## config.mk

```make
export PLATFORM = sky130hd
export DESIGN_NAME = data_mem_ctrl
export DESIGN_NICKNAME = d
export VERILOG_FILES = /design/src/rtl/mem_pkg.sv /design/src/rtl/byte_lane_unit.sv /design/src/rtl/data_mem_ctrl.sv
export SDC_FILE = /design/constraint.sdc
export NUM_CORES = 1
export LEC_CHECK = 0
export CORE_ASPECT_RATIO = 1.75
export CORE_UTILIZATION = 37
export DETAILED_ROUTE_END_ITERATION = 16
export HOLD_SLACK_MARGIN = 0.05
export PLACE_DENSITY = 0.9
export SYNTH_ARGS = -nofsm -noshare
export SYNTH_HDL_FRONTEND = slang
export SYNTH_SLANG_ARGS = --single-unit
```

## constraint.sdc

```tcl
create_clock -name clk -period 5 [get_ports clk]
set_input_delay 1 -clock clk [delete_from_list [all_inputs] [get_ports clk]]
set_output_delay 1 -clock clk [all_outputs]
set_load 0.1 [all_outputs]
```

## src/rtl/mem_pkg.sv

```systemverilog
// Shared definitions for the data memory controller:
// FSM states, funct3 access codes, access sizes and byte-enable patterns.
package mem_pkg;

    typedef enum logic [1:0] {
        IDLE = 2'd0,
        WAIT = 2'd1,
        DONE = 2'd2
    } state_t;

    localparam logic [2:0] F3_LB  = 3'b000;
    localparam logic [2:0] F3_LH  = 3'b001;
    localparam logic [2:0] F3_LW  = 3'b010;
    localparam logic [2:0] F3_LBU = 3'b100;
    localparam logic [2:0] F3_LHU = 3'b101;

    localparam logic [1:0] SZ_BYTE = 2'd0;
    localparam logic [1:0] SZ_HALF = 2'd1;
    localparam logic [1:0] SZ_WORD = 2'd2;

    localparam logic [3:0] BE_NONE    = 4'b0000;
    localparam logic [3:0] BE_BYTE0   = 4'b0001;
    localparam logic [3:0] BE_HALF_LO = 4'b0011;
    localparam logic [3:0] BE_HALF_HI = 4'b1100;
    localparam logic [3:0] BE_WORD    = 4'b1111;

    // Unlisted funct3 codes fall back to a full-word access.
    function automatic logic [1:0] decode_size(input logic [2:0] f3);
        logic [1:0] sz;
        case (f3)
            F3_LB, F3_LBU: sz = SZ_BYTE;
            F3_LH, F3_LHU: sz = SZ_HALF;
            default:       sz = SZ_WORD;
        endcase
        return sz;
    endfunction

    function automatic logic is_unsigned(input logic [2:0] f3);
        return (f3 == F3_LBU) || (f3 == F3_LHU);
    endfunction

endpackage

```

## src/rtl/byte_lane_unit.sv

```systemverilog
// Combinational lane steering: byte enables and replicated store data,
// alignment check, and selection plus sign/zero extension of load data.
module byte_lane_unit
    import mem_pkg::*;
(
    input  logic [2:0]  funct3,
    input  logic [1:0]  byte_off,
    input  logic [31:0] wdata,
    input  logic [31:0] ram_rdata,
    output logic [3:0]  be,
    output logic [31:0] lane_wdata,
    output logic [31:0] load_data,
    output logic        aligned
);

    logic [1:0]  size;
    logic        uns;
    logic [7:0]  lane_byte;
    logic [15:0] lane_half;

    // Decode the access size and steer data between core and RAM lanes.
    always_comb begin
        size       = decode_size(funct3);
        uns        = is_unsigned(funct3);
        be         = BE_NONE;
        lane_wdata = wdata;
        load_data  = ram_rdata;
        aligned    = 1'b1;
        lane_half  = byte_off[1] ? ram_rdata[31:16] : ram_rdata[15:0];
        case (byte_off)
            2'd0:    lane_byte = ram_rdata[7:0];
            2'd1:    lane_byte = ram_rdata[15:8];
            2'd2:    lane_byte = ram_rdata[23:16];
            default: lane_byte = ram_rdata[31:24];
        endcase
        case (size)
            SZ_BYTE: begin
                be         = BE_BYTE0 << byte_off;
                lane_wdata = {4{wdata[7:0]}};
                load_data  = uns ? {24'h0, lane_byte}
                                 : {{24{lane_byte[7]}}, lane_byte};
            end
            SZ_HALF: begin
                be         = byte_off[1] ? BE_HALF_HI : BE_HALF_LO;
                aligned    = ~byte_off[0];
                lane_wdata = {2{wdata[15:0]}};
                load_data  = uns ? {16'h0, lane_half}
                                 : {{16{lane_half[15]}}, lane_half};
            end
            default: begin
                be         = BE_WORD;
                aligned    = (byte_off == 2'd0);
                lane_wdata = wdata;
                load_data  = ram_rdata;
            end
        endcase
    end

endmodule

```

## src/rtl/data_mem_ctrl.sv

```systemverilog
// Data memory controller between a pipeline core and a wait-stated RAM.
// Optional feature: define DMEM_ERR_CNT_EN to count misaligned accesses
// in err_count (saturating); otherwise err_count is tied to zero.
module data_mem_ctrl
    import mem_pkg::*;
#(
    parameter int ADDR_W      = 10,
    parameter int WAIT_CYCLES = 1
)
(
    input  logic              clk,
    input  logic              reset,
    input  logic              mem_read,
    input  logic              mem_write,
    input  logic [31:0]       addr,
    input  logic [31:0]       wdata,
    input  logic [2:0]        funct3,
    output logic [31:0]       rdata,
    output logic              stall,
    output logic              misaligned,
    output logic [ADDR_W-1:0] ram_addr,
    output logic [31:0]       ram_wdata,
    output logic [3:0]        ram_be,
    output logic              ram_we,
    output logic              ram_re,
    input  logic [31:0]       ram_rdata,
    output logic [15:0]       err_count
);

    state_t      state;
    state_t      state_next;
    logic [3:0]  wait_cnt;
    logic        load_q;
    logic        req;
    logic        is_store;
    logic        is_load;
    logic        cur_load;
    logic        accept;
    logic        active;
    logic        capture;
    logic        aligned;
    logic [3:0]  be_w;
    logic [31:0] lane_wdata_w;
    logic [31:0] load_data_w;
    logic        unused_addr;

    // A simultaneous read and write is handled as a store.
    assign req      = mem_read | mem_write;
    assign is_store = mem_write;
    assign is_load  = mem_read & ~mem_write;
    assign cur_load = (state == IDLE) ? is_load : load_q;

    byte_lane_unit u_lanes (
        .funct3     (funct3),
        .byte_off   (addr[1:0]),
        .wdata      (wdata),
        .ram_rdata  (ram_rdata),
        .be         (be_w),
        .lane_wdata (lane_wdata_w),
        .load_data  (load_data_w),
        .aligned    (aligned)
    );

    // Next-state and handshake decode; reset suppresses every strobe.
    always_comb begin
        state_next = state;
        accept     = 1'b0;
        active     = 1'b0;
        stall      = 1'b0;
        misaligned = 1'b0;
        case (state)
            IDLE: begin
                if (req && !reset) begin
                    if (aligned) begin
                        accept     = 1'b1;
                        active     = 1'b1;
                        stall      = 1'b1;
                        state_next = (WAIT_CYCLES > 0) ? WAIT : DONE;
                    end else begin
                        misaligned = 1'b1;
                    end
                end
            end
            WAIT: begin
                active = !reset;
                stall  = !reset;
                if (wait_cnt <= 4'd1) begin
                    state_next = DONE;
                end
            end
            DONE: begin
                state_next = IDLE;
            end
            default: begin
                state_next = IDLE;
            end
        endcase
    end

    // State register.
    always_ff @(posedge clk) begin
        if (reset) begin
            state <= IDLE;
        end else begin
            state <= state_next;
        end
    end

    // Wait-state down-counter and the load/store flag of the access in flight.
    always_ff @(posedge clk) begin
        if (reset) begin
            wait_cnt <= 4'd0;
            load_q   <= 1'b0;
        end else if (accept) begin
            wait_cnt <= 4'(WAIT_CYCLES);
            load_q   <= is_load;
        end else if (state == WAIT && wait_cnt != 4'd0) begin
            wait_cnt <= wait_cnt - 4'd1;
        end
    end

    assign capture = (state_next == DONE) && (state != DONE) && cur_load;

    // Load result is captured as the FSM enters DONE and held until the next load.
    always_ff @(posedge clk) begin
        if (reset) begin
            rdata <= 32'h0;
        end else if (capture) begin
            rdata <= load_data_w;
        end
    end

    assign ram_addr    = addr[ADDR_W+1:2];
    assign unused_addr = ^addr[31:ADDR_W+2];
    assign ram_wdata   = lane_wdata_w;
    assign ram_be      = active ? be_w : BE_NONE;
    assign ram_we      = accept & is_store;
    assign ram_re      = active & cur_load;

`ifdef DMEM_ERR_CNT_EN
    logic [15:0] err_q;

    // Saturating count of misaligned request cycles.
    always_ff @(posedge clk) begin
        if (reset) begin
            err_q <= 16'h0;
        end else if (misaligned && err_q != 16'hFFFF) begin
            err_q <= err_q + 16'd1;
        end
    end

    assign err_count = err_q;
`else
    assign err_count = 16'h0;
`endif

endmodule

```

==> metrics.yaml <==
outcome:
  status: "finished, final reports clean"
yosys:
  synth_flop_cell: "dfxtp_1"
  synth_edf_count: 0
  synthesis.area_um2: 2700
  synth-seq-cells: 39
  synth_top_cell_by_area: "dfxtp_1"
  synth_area_leaders: "dfxtp_1, buf_4, a211oi_1, mux2_2, nor2_1"
  syn_inst: 342
  ys_seq_area_share_pct: 28.9
  avgSynthCellArea_um2: 7.90
  synth_cell_types: 45
  synth-async-reset-ratio_pct: 0
  yosys_warnings: 0
  netlist.area_leader.share_pct: 28.9
routing:
  drt_iter0_markers: 233
  dr_total_vias: 2917
  wl_per_cell_um: 17.8
  drc_errors: 0
  routed_wl_mm: 9.58
  viasPerCell: 5.42
  drtPass1Iterations: 5
  antenna_left: 0
die:
  die-area_um2: 7660
  ioPinCount: 201
  coreArea_um2: 6960
  die_y_um: 115
  die_width_um: 66.6
  start_util_pct: 38.8
  rows: 40
worst_hold_path:
  min_path_type: "reg2reg"
cts:
  cts-resized-gates: 0
  cts_max_level: 2
  cts_tree: "yes"
  cts.sinks: 39
  cts.hold.buffers_added: 0
  cts_buffers: 5
  cts_root_buf: "clkbuf_16"
  clk_pin_slew_ns: 0.06
  clock_path_buffers: 2
  cts_setup_buffers: 0
  clock_latency_ns: 0.28
global_route:
  grt_util_met2_pct: 44.8
  grt_max_degree: 39
  antenna_found_initial: 0
  grt-busiest-layer: "met2"
  grt_pass1_wl_mm: 14.6
  grt_usage_pct: 25.3
  grt_pass1_vias: 2866
  grt_use_met1_pct: 27.7
  gr-usage-met3_pct: 5.46
  overflow: 0
worst_setup_path:
  cp_data_required_time_ns: 4.00
  cp-start-kind: "input port"
  path_class: "in2out"
  worstSetupEndpointType: "output pin"
  crit_fanout: 7
  arrival_ns: 2.93
power:
  cell_internal_pwr_uw: 738
  seqPwrFrac_pct: 26.1
  p_switching_uw: 516
  p_total_mw: 1.25
  power.share.clock_pct: 29.5
  netSwitchingFraction_pct: 41.1
  power.static_leakage_nw: 1.59
  powerDensity_nw_per_um2: 295
  ir_worst_vdd_v: 0.000177
  combPwrFrac_pct: 44.3
place:
  io_buffers: 144
  dp.final_hpwl_mm: 7.60
  placedCellCount: 530
  placedInstanceArea_um2: 4080
  globalplace.congestion: 0.908
timing:
  hold_violations: 0
  fin_crit_sh_pct: 78.6
  fin_skew_ns: 0.00295
  setup_viol: 0
  fin_hold_ws_ns: 0.458
  fin_crit_ns: 3.93
  worstMarginPinSlew_ns: 1.13
  rsz0062_at_grt: "false"
  fin_setup_tns_ns: 0
  slew_violations: 0
  slew_headroom_pct: 24.9
  fmax_mhz: 254
final_layout:
  fin_area_um2: 4260
  syn2layout_area_growth_pct: 57.5
  stdcell_count: 538
  drive_gt1_share_pct: 16.5
  n_antenna_cell: 0
  nets: 559
job:
  maxCapViolCount: 0
layer usage:
layer | wire, µm | share of wire [%] | up-vias
met5 | 0 | 0 | -
met1 | 3400 | 36 | 1346
met3 | 811 | 8.5 | 30
li1 | - | - | 1381
met4 | 361 | 3.8 | 0
met2 | 5000 | 52 | 160
Yosys cell counts (2+ instances only):
| library cell | n |
|---|---|
| a2111oi_0 | 2 |
| a211oi_1 | 28 |
| a21oi_1 | 16 |
| a22o_1 | 4 |
| a22oi_1 | 4 |
| a2bb2oi_1 | 3 |
| a31o_2 | 4 |
| buf_1 | 3 |
| buf_2 | 10 |
| buf_4 | 34 |
| clkbuf_1 | 12 |
| dfxtp_1 | 39 |
| ha_1 | 3 |
| inv_1 | 7 |
| mux2_2 | 17 |
| mux2i_1 | 9 |
| mux4_2 | 2 |
| nand2_1 | 33 |
| nand2b_1 | 3 |
| nand3_1 | 8 |
| nor2_1 | 41 |
| nor2b_1 | 6 |
| nor3_1 | 9 |
| nor4_1 | 3 |
| o21ai_0 | 16 |
| or3_1 | 6 |
| xor2_1 | 2 |
path summary, 6_finish.rpt:
kind	start	end	slack, ns	depth (start not counted)
setup / recovery	addr[0]	ram_be[3]	1.07	6
hold / removal	rdata[7]	rdata[7]	0.46	2
setup reg to reg	wait_cnt[1]	rdata[7]	2.76	5
hold reg to reg	rdata[7]	rdata[7]	0.46	2
sequential cells by signal, indices dropped and copies added (netlist names):
register / count
load_q: 1
rdata: 32
wait_cnt: 4
state: 2
power groups by stage:
stage	sequential [mW]	clock, mW	combinational [mW]
global route	0.328	0.389	0.577
global placement	0.333	0	0.549
CTS	0.327	0.374	0.557
finish	0.327	0.371	0.556
floorplan	0.367	0	0.398
detailed placement	0.334	0	0.555
layout by cell type (no fill, tap or decap), types with 2 or more instances in the layout:
master,n
a2bb2oi_1,3
clkdlybuf4s50_1,110
ha_1,3
a211oi_1,28
a22oi_1,4
conb_1,16
inv_1,7
nor4_1,3
o21ai_0,16
mux2i_1,9
or3_1,6
nor2b_1,6
clkbuf_16,5
nand2_1,33
a31o_2,4
mux4_2,2
a2111oi_0,2
nor2_1,41
nor3_1,9
a21oi_1,16
mux2_2,17
a22o_1,4
buf_12,16
nand2b_1,3
buf_4,22
xor2_1,2
dfxtp_1,39
nand3_1,8
worst max-delay path, cell delays in order:
cell and delay [ns]:
clkdlybuf4s50_1 0.63, a21oi_1 0.12, o211ai_1 0.43, and2_0 0.39
a21oi_1 0.15, buf_12 0.20
kinds of logic after synthesis:
logic type / after synthesis / synth area share (%)
adder cells (fa/ha/maj): 3 / 1.39
XOR/XNOR: 3 / 0.973
AO/OA/AOI/OAI: 83 / 21.2
AND/OR/NAND/NOR: 118 / 20.5
buffers and inverters: 67 / 14.8
other: 1 / 0.139
multiplexers: 28 / 12.1
flip-flops: 39 / 28.9
final cells by class:
cell class,instances,area (µm²)
fillers,620,2700
repair buffers,149,1590
multi-input cells,251,1580
flip-flops and latches,39,781
clock buffers,6,139
well taps,84,105
clock inverters,2,35.0
inverters,7,26.3
per-stage QoR:
stage	worst slack, ns	util, %
final	1.07	61.2
after CTS	1.02	61.2
after floorplan	0.145	-
after global placement	1.01	58.7
after global routing	0.927	61.2
after detailed placement	1.04	58.7
Power figures use the tool's default switching activity.
